==> config.mk <==
export PLATFORM = sky130hd
export DESIGN_NAME = sprite_draw_controller
export DESIGN_NICKNAME = d
export VERILOG_FILES = /design/src/rtl/sprite_draw_controller.sv
export SDC_FILE = /design/constraint.sdc
export NUM_CORES = 1
export LEC_CHECK = 0
export ABC_CLOCK_PERIOD_IN_PS = 5300
export CAP_MARGIN = 20
export CORE_MARGIN = 5
export CORE_UTILIZATION = 48
export DETAILED_ROUTE_END_ITERATION = 10
export GPL_TIMING_DRIVEN = 0
export HOLD_SLACK_MARGIN = 0.12
export PLACE_DENSITY = 0.77
export SYNTH_ARGS = -nofsm -noshare
export SYNTH_HDL_FRONTEND = slang
export SYNTH_SLANG_ARGS = --single-unit
export TNS_END_PERCENT = 10
==> constraint.sdc <==
create_clock -name clk -period 5.3 [get_ports clk]
set_clock_uncertainty 0.05 [all_clocks]
set_input_delay 1.06 -clock clk [delete_from_list [all_inputs] [get_ports clk]]
set_output_delay 1.06 -clock clk [all_outputs]
set_load 0.03 [all_outputs]
==> src/rtl/sprite_draw_controller.sv <==
// Turns sprite move pulses and clear requests into a serial pixel stream for a
// frame-buffer adapter: erase the old footprint, draw the new one, or wipe the screen.
module sprite_draw_controller #(
    parameter int         SCREEN_W      = 160,
    parameter int         SCREEN_H      = 120,
    parameter int         PLAYER_W      = 3,
    parameter logic [2:0] BG_COLOUR     = 3'b000,
    parameter logic [2:0] PLAYER_COLOUR = 3'b010,
    parameter logic [2:0] ENEMY_COLOUR  = 3'b100,
    parameter logic [2:0] BULLET_COLOUR = 3'b111
) (
    input  logic       clk,
    input  logic       reset,
    input  logic       clear_req,
    input  logic       move_player,
    input  logic [7:0] player_x,
    input  logic [6:0] player_y,
    input  logic       move_enemy,
    input  logic [7:0] enemy_x,
    input  logic [6:0] enemy_y,
    input  logic [2:0] enemy_width,
    input  logic       move_bullet,
    input  logic [7:0] bullet_x,
    input  logic [6:0] bullet_y,
    output logic [7:0] x,
    output logic [6:0] y,
    output logic [2:0] colour,
    output logic       plot,
    output logic       busy
);

    localparam logic [1:0] ST_IDLE  = 2'd0;
    localparam logic [1:0] ST_ERASE = 2'd1;
    localparam logic [1:0] ST_DRAW  = 2'd2;
    localparam logic [1:0] ST_CLEAR = 2'd3;

    localparam logic [1:0] SEL_PL = 2'd0;
    localparam logic [1:0] SEL_EN = 2'd1;
    localparam logic [1:0] SEL_BU = 2'd2;

    localparam logic [2:0] PL_W = 3'(PLAYER_W);

    logic [1:0] state_q, state_d;
    logic       clr_p_q, clr_p_d, pl_p_q, pl_p_d, en_p_q, en_p_d, bu_p_q, bu_p_d;
    logic       pl_v_q, pl_v_d, en_v_q, en_v_d, bu_v_q, bu_v_d;
    logic [7:0] pl_x_q, pl_x_d, en_x_q, en_x_d, bu_x_q, bu_x_d;
    logic [6:0] pl_y_q, pl_y_d, en_y_q, en_y_d, bu_y_q, bu_y_d;
    logic [2:0] en_w_q, en_w_d;
    logic [1:0] sel_q, sel_d;
    logic [7:0] snap_x_q, snap_x_d;
    logic [6:0] snap_y_q, snap_y_d;
    logic [2:0] snap_w_q, snap_w_d;
    logic [7:0] dx_q, dx_d;
    logic [6:0] dy_q, dy_d;

    logic [7:0] old_x;
    logic [6:0] old_y;
    logic [2:0] old_w;
    logic [2:0] cur_w_m1;
    logic       last_col, last_row;
    logic       take_clr, take_pl, take_en, take_bu;

    // Footprint of the sprite currently selected, as it was last drawn.
    always_comb begin
        case (sel_q)
            SEL_PL: begin old_x = pl_x_q; old_y = pl_y_q; old_w = PL_W;   end
            SEL_EN: begin old_x = en_x_q; old_y = en_y_q; old_w = en_w_q; end
            default: begin old_x = bu_x_q; old_y = bu_y_q; old_w = 3'd1;  end
        endcase
    end

    assign cur_w_m1 = ((state_q == ST_ERASE) ? old_w : snap_w_q) - 3'd1;
    assign last_col = (dx_q == {5'd0, cur_w_m1});
    assign last_row = (dy_q == {4'd0, cur_w_m1});

    always_comb begin
        state_d  = state_q;
        pl_v_d   = pl_v_q;
        en_v_d   = en_v_q;
        bu_v_d   = bu_v_q;
        pl_x_d   = pl_x_q;
        pl_y_d   = pl_y_q;
        en_x_d   = en_x_q;
        en_y_d   = en_y_q;
        en_w_d   = en_w_q;
        bu_x_d   = bu_x_q;
        bu_y_d   = bu_y_q;
        sel_d    = sel_q;
        snap_x_d = snap_x_q;
        snap_y_d = snap_y_q;
        snap_w_d = snap_w_q;
        dx_d     = dx_q;
        dy_d     = dy_q;
        take_clr = 1'b0;
        take_pl  = 1'b0;
        take_en  = 1'b0;
        take_bu  = 1'b0;

        case (state_q)
            ST_IDLE: begin
                dx_d = 8'd0;
                dy_d = 7'd0;
                if (clr_p_q) begin
                    take_clr = 1'b1;
                    state_d  = ST_CLEAR;
                end else if (pl_p_q) begin
                    take_pl  = 1'b1;
                    sel_d    = SEL_PL;
                    snap_x_d = player_x;
                    snap_y_d = player_y;
                    snap_w_d = PL_W;
                    state_d  = pl_v_q ? ST_ERASE : ST_DRAW;
                end else if (en_p_q) begin
                    take_en = 1'b1;
                    // A zero-width enemy has no footprint: forget it and stay idle.
                    if (enemy_width == 3'd0) begin
                        en_v_d = 1'b0;
                    end else begin
                        sel_d    = SEL_EN;
                        snap_x_d = enemy_x;
                        snap_y_d = enemy_y;
                        snap_w_d = enemy_width;
                        state_d  = en_v_q ? ST_ERASE : ST_DRAW;
                    end
                end else if (bu_p_q) begin
                    take_bu  = 1'b1;
                    sel_d    = SEL_BU;
                    snap_x_d = bullet_x;
                    snap_y_d = bullet_y;
                    snap_w_d = 3'd1;
                    state_d  = bu_v_q ? ST_ERASE : ST_DRAW;
                end
            end
            ST_ERASE, ST_DRAW: begin
                if (!last_col) begin
                    dx_d = dx_q + 8'd1;
                end else begin
                    dx_d = 8'd0;
                    if (!last_row) begin
                        dy_d = dy_q + 7'd1;
                    end else begin
                        dy_d = 7'd0;
                        if (state_q == ST_ERASE) begin
                            state_d = ST_DRAW;
                        end else begin
                            state_d = ST_IDLE;
                            case (sel_q)
                                SEL_PL: begin
                                    pl_x_d = snap_x_q; pl_y_d = snap_y_q; pl_v_d = 1'b1;
                                end
                                SEL_EN: begin
                                    en_x_d = snap_x_q; en_y_d = snap_y_q;
                                    en_w_d = snap_w_q; en_v_d = 1'b1;
                                end
                                default: begin
                                    bu_x_d = snap_x_q; bu_y_d = snap_y_q; bu_v_d = 1'b1;
                                end
                            endcase
                        end
                    end
                end
            end
            default: begin
                if (dx_q != 8'(SCREEN_W - 1)) begin
                    dx_d = dx_q + 8'd1;
                end else begin
                    dx_d = 8'd0;
                    if (dy_q != 7'(SCREEN_H - 1)) begin
                        dy_d = dy_q + 7'd1;
                    end else begin
                        dy_d    = 7'd0;
                        pl_v_d  = 1'b0;
                        en_v_d  = 1'b0;
                        bu_v_d  = 1'b0;
                        state_d = ST_IDLE;
                    end
                end
            end
        endcase

        // A pulse on the same edge as its own service re-arms the request.
        clr_p_d = (clr_p_q & ~take_clr) | clear_req;
        pl_p_d  = (pl_p_q  & ~take_pl)  | move_player;
        en_p_d  = (en_p_q  & ~take_en)  | move_enemy;
        bu_p_d  = (bu_p_q  & ~take_bu)  | move_bullet;
    end

    always_ff @(posedge clk or posedge reset) begin
        if (reset) begin
            state_q  <= ST_IDLE;
            clr_p_q  <= 1'b0;
            pl_p_q   <= 1'b0;
            en_p_q   <= 1'b0;
            bu_p_q   <= 1'b0;
            pl_v_q   <= 1'b0;
            en_v_q   <= 1'b0;
            bu_v_q   <= 1'b0;
            pl_x_q   <= 8'd0;
            pl_y_q   <= 7'd0;
            en_x_q   <= 8'd0;
            en_y_q   <= 7'd0;
            en_w_q   <= 3'd0;
            bu_x_q   <= 8'd0;
            bu_y_q   <= 7'd0;
            sel_q    <= SEL_PL;
            snap_x_q <= 8'd0;
            snap_y_q <= 7'd0;
            snap_w_q <= 3'd0;
            dx_q     <= 8'd0;
            dy_q     <= 7'd0;
        end else begin
            state_q  <= state_d;
            clr_p_q  <= clr_p_d;
            pl_p_q   <= pl_p_d;
            en_p_q   <= en_p_d;
            bu_p_q   <= bu_p_d;
            pl_v_q   <= pl_v_d;
            en_v_q   <= en_v_d;
            bu_v_q   <= bu_v_d;
            pl_x_q   <= pl_x_d;
            pl_y_q   <= pl_y_d;
            en_x_q   <= en_x_d;
            en_y_q   <= en_y_d;
            en_w_q   <= en_w_d;
            bu_x_q   <= bu_x_d;
            bu_y_q   <= bu_y_d;
            sel_q    <= sel_d;
            snap_x_q <= snap_x_d;
            snap_y_q <= snap_y_d;
            snap_w_q <= snap_w_d;
            dx_q     <= dx_d;
            dy_q     <= dy_d;
        end
    end

    logic [7:0] base_x;
    logic [6:0] base_y;
    logic [8:0] sum_x;
    logic [7:0] sum_y;

    always_comb begin
        base_x = 8'd0;
        base_y = 7'd0;
        colour = 3'b000;
        case (state_q)
            ST_ERASE: begin base_x = old_x; base_y = old_y; colour = BG_COLOUR; end
            ST_DRAW: begin
                base_x = snap_x_q;
                base_y = snap_y_q;
                case (sel_q)
                    SEL_PL:  colour = PLAYER_COLOUR;
                    SEL_EN:  colour = ENEMY_COLOUR;
                    default: colour = BULLET_COLOUR;
                endcase
            end
            ST_CLEAR: colour = BG_COLOUR;
            default: colour = 3'b000;
        endcase
    end

    // Carry out of either sum means the pixel wrapped past the coordinate range.
    assign sum_x = {1'b0, base_x} + {1'b0, dx_q};
    assign sum_y = {1'b0, base_y} + {1'b0, dy_q};
    assign x     = sum_x[7:0];
    assign y     = sum_y[6:0];
    assign busy  = (state_q != ST_IDLE);
    assign plot  = busy && !sum_x[8] && !sum_y[7]
                   && (sum_x[7:0] < 8'(SCREEN_W)) && (sum_y[6:0] < 7'(SCREEN_H));

endmodule

==> flow_summary_export.csv <==
group,metric,value,unit
min_path,min_path_type,"reg2reg",
placed_design,place.gp.congestion,0.884,
finish,area_growth,22.3,%
flow_run,cap_violations,0,
setup_path,critPathKind,"reg2out",
setup_path,startpoint_type,"flip-flop",
die,die_w,117,µm
die,ios,74,
finish,drive_gt1_frac,0.143,
finish,antennaDiodeCount,0,
synth,synth-seq-cells,92,
sta,maxSlewViolCount,0,
finish,final_util,0.596,
die,start_util,0.487,
clocking,clock_latency,340,ps
power_and_ir_drop,p_leak,3.14,nW
placed_design,post-place-ws,-344,ps
setup_path,r2r-end,"en_y_q[2]",
min_path,min_delay_worst_endpoint,"bu_v_q",
detailed_routing,avgRoutedWirePerCell,16.5,µm
run_status,status,"complete, no violations",
sta,min_period,4990,ps
sta,setup_viol_count_final,0,
sta,post-route-period-util,0.942,
synth,synth_most_common_cell,"dfrtp_1",
clocking,clock_path_buffers,2,
die,rows,39,
min_path,whs_path_depth,1,
power_and_ir_drop,ir_drop,0.000155,V
synth,synth_cells,557,
power_and_ir_drop,p_total,1.37,mW
grt,grt_pass1_wl,22.3,mm
placed_design,dpl.hpwl,9.92,mm
detailed_routing,drt_first_pass_iters,4,
synth,yosys.area.top_type,"dfrtp_1",
setup_path,cp_common_cell,"nand2_1",
clocking,postCtsSetupRepairBufs,0,
synth,post_synth_instance_area,5540,µm²
sta,rsz0062_at_grt,"true",
synth,ys_types,59,
setup_path,cp-end-kind,"output port",
grt,grt_usage,0.193,
synth,synth_ff_type,"dfrtp_1",
synth,avgSynthCellArea,9.95,µm²
setup_path,critPathArrivalTime,3880,ps
setup_path,rrSetupSlack,990,ps
placed_design,portBuffers,73,
clocking,cts_root_buf,"clkbuf_16",
setup_path,reg2reg_depth,13,
die,die_y,117,µm
finish,fillers,980,
setup_path,r2r_start,"state_q[1]",
grt,grt_max_degree,70,
die,dieArea,13800,µm²
setup_path,slowest_stage,"clkdlybuf4s50_1",
clocking,hold_buffers,0,
die,core,11400,µm²
clocking,clock-sinks,92,
synth,async_flop_share,1.00,
clocking,cts.reportedPaths.clkPinSlew,60,ps
setup_path,worstPathCellList,"buf_2 > mux2i_1 > nand2_1 > o211ai_1 > nand2_1 > nand2_1 > inv_1 > ha_1 > a211oi_1 > o21ai_0 > a21o_1 > a21oi_1 > xnor2_1 > clkdlybuf4s50_1",
setup_path,cp_num_buf_inv,3,
detailed_routing,vias_per_cell,5.60,
finish,fin_nets,717,
detailed_routing,drc,0,
detailed_routing,routed_wl,13.0,mm
detailed_routing,first_iter_violations,206,
min_path,hold_path_startpoint,"bu_v_q",
setup_path,cp_slowest_stage_delay,720,ps
sta,max_freq,200,MHz
detailed_routing,num_vias,4406,
synth,synthTopCellsByArea,"dfrtp_1 42%, mux2_2 8.5%, mux2i_1 6.3%, ha_1 5.0%, o21ai_0 4.0%",
synth,yosysSeqAreaShare,0.415,
synth,yosysWarnings,0,
clocking,htreeDepth,3,
sta,hold_viol,0,
synth,synthesis.nets,635,
synth,synth_common_cells,"92 x dfrtp_1, 56 x nor2_1, 49 x nand2_1",
sta,max_slew_margin,0.446,
synth,synth_edf_count,0,
grt,antenna_found_initial,0,
sta,timing.final.ws_setup,305,ps
sta,worst_slew_pin_slew,831,ps
synth,yosys.area.top_type_share,0.415,
setup_path,cp_top_family,"buffers and inverters",
clocking,cts_buffers,9,
clocking,cts_tree,"built",
setup_path,crit_fanout,10,
detailed_routing,ant_nets,0,
grt,overflow,0,
power_and_ir_drop,powerDensity,203,nW/µm²
grt,first_global_vias,4611,
setup_path,required,4190,ps
metal layers:
layer	vias to the layer above	part of all wire	global-route usage
met5	-	0	0
met4	0	0.019	0.0674
met3	16	0.044	0.0351
met2	125	0.48	0.322
met1	2111	0.46	0.253
li1	2154	-	-
cell usage in the layout, fill, tap and decap left out, types with 3 or more instances in the layout:
master           instances
nor2b_1                  8
mux2_2                  42
mux2i_1                 35
nand2_1                 49
a22oi_1                 13
a211oi_1                 6
ha_2                     3
clkbuf_1                14
xnor2_1                  7
nand3_1                 11
clkbuf_16                9
ha_1                    19
buf_2                    4
xor2_1                   6
or2_2                    3
o21ai_0                 44
o21a_1                   7
clkdlybuf4s50_1         72
nor3_1                   9
inv_1                   17
o211ai_1                 3
buf_1                    3
nor2_1                  56
dfrtp_1                 92
a21oi_1                 34
a21o_1                   7
a22o_1                   5
mux2_4                  10
logic make-up (layout without fill, tap and decap cells):
kind of cell	count (synthesis)	after routing	share of synthesized area
AND/OR/NAND/NOR	154	154	0.131
AO/OA/AOI/OAI	138	138	0.157
flip-flops	92	92	0.415
adder cells (fa/ha/maj)	24	24	0.0569
XOR/XNOR	15	15	0.0291
multiplexers	87	87	0.176
buffers and inverters	47	134	0.0345
registers in the layout, summed over array words and instances, names as in the netlist, 3 cells and up:
| register | count |
|---|---|
| bu_x_q | 8 |
| bu_y_q | 7 |
| dx_q | 8 |
| dy_q | 7 |
| en_w_q | 3 |
| en_x_q | 8 |
| en_y_q | 7 |
| pl_x_q | 8 |
| pl_y_q | 7 |
| snap_w_q | 3 |
| snap_x_q | 8 |
| snap_y_q | 7 |
stage by stage:
stage	cells	hold WS, ps	setup TNS, ps	area, µm²
final	787	445	0	6780
after global routing	787	469	-27.9	6780
after CTS	788	445	0	6770
after detailed placement	774	432	-344	6490
after global placement	773	414	-258	6460
after floorplan	557	400	0	5550
where the power goes:
group	switching, mW	leakage (nW)	internal, mW	total (mW)
logic	0.0226	1.76	0.0409	0.0635
clock network	0.263	0.136	0.344	0.607
registers	0.0000000000000000444	1.25	0.702	0.702
total	0.286	3.14	1.09	1.37
cell type report:
| class | instances | area (µm²) | share of cell area |
|---|---|---|---|
| tap | 143 | 179 | 0.0264 |
| buffer | 25 | 120 | 0.0177 |
| clock inverter | 3 | 21.3 | 0.00314 |
| clock buffer | 13 | 260 | 0.0384 |
| sequential | 92 | 2300 | 0.340 |
| inverter | 19 | 75.1 | 0.0111 |
| timing repair buffer | 74 | 756 | 0.112 |
| multi-input combinational | 418 | 3060 | 0.452 |
worst max path at each step:
stage | cells after the start | slack (ps) | startpoint | to
4_1_cts | 16 | 4 | state_q[1] | plot
3_5_place_dp | 16 | -340 | state_q[0] | plot
6_report | 14 | 310 | sel_q[0] | x[7]
5_1_grt | 16 | -30 | state_q[1] | plot
3_3_place_gp | 16 | -260 | state_q[1] | plot
2_1_floorplan | 15 | 380 | state_q[0] | plot
timing repair:
action,in CTS,in global routing
resized for setup,10,10
gates cloned,0,0
setup endpoints to repair,6,3
Power figures use the tool's default switching activity.
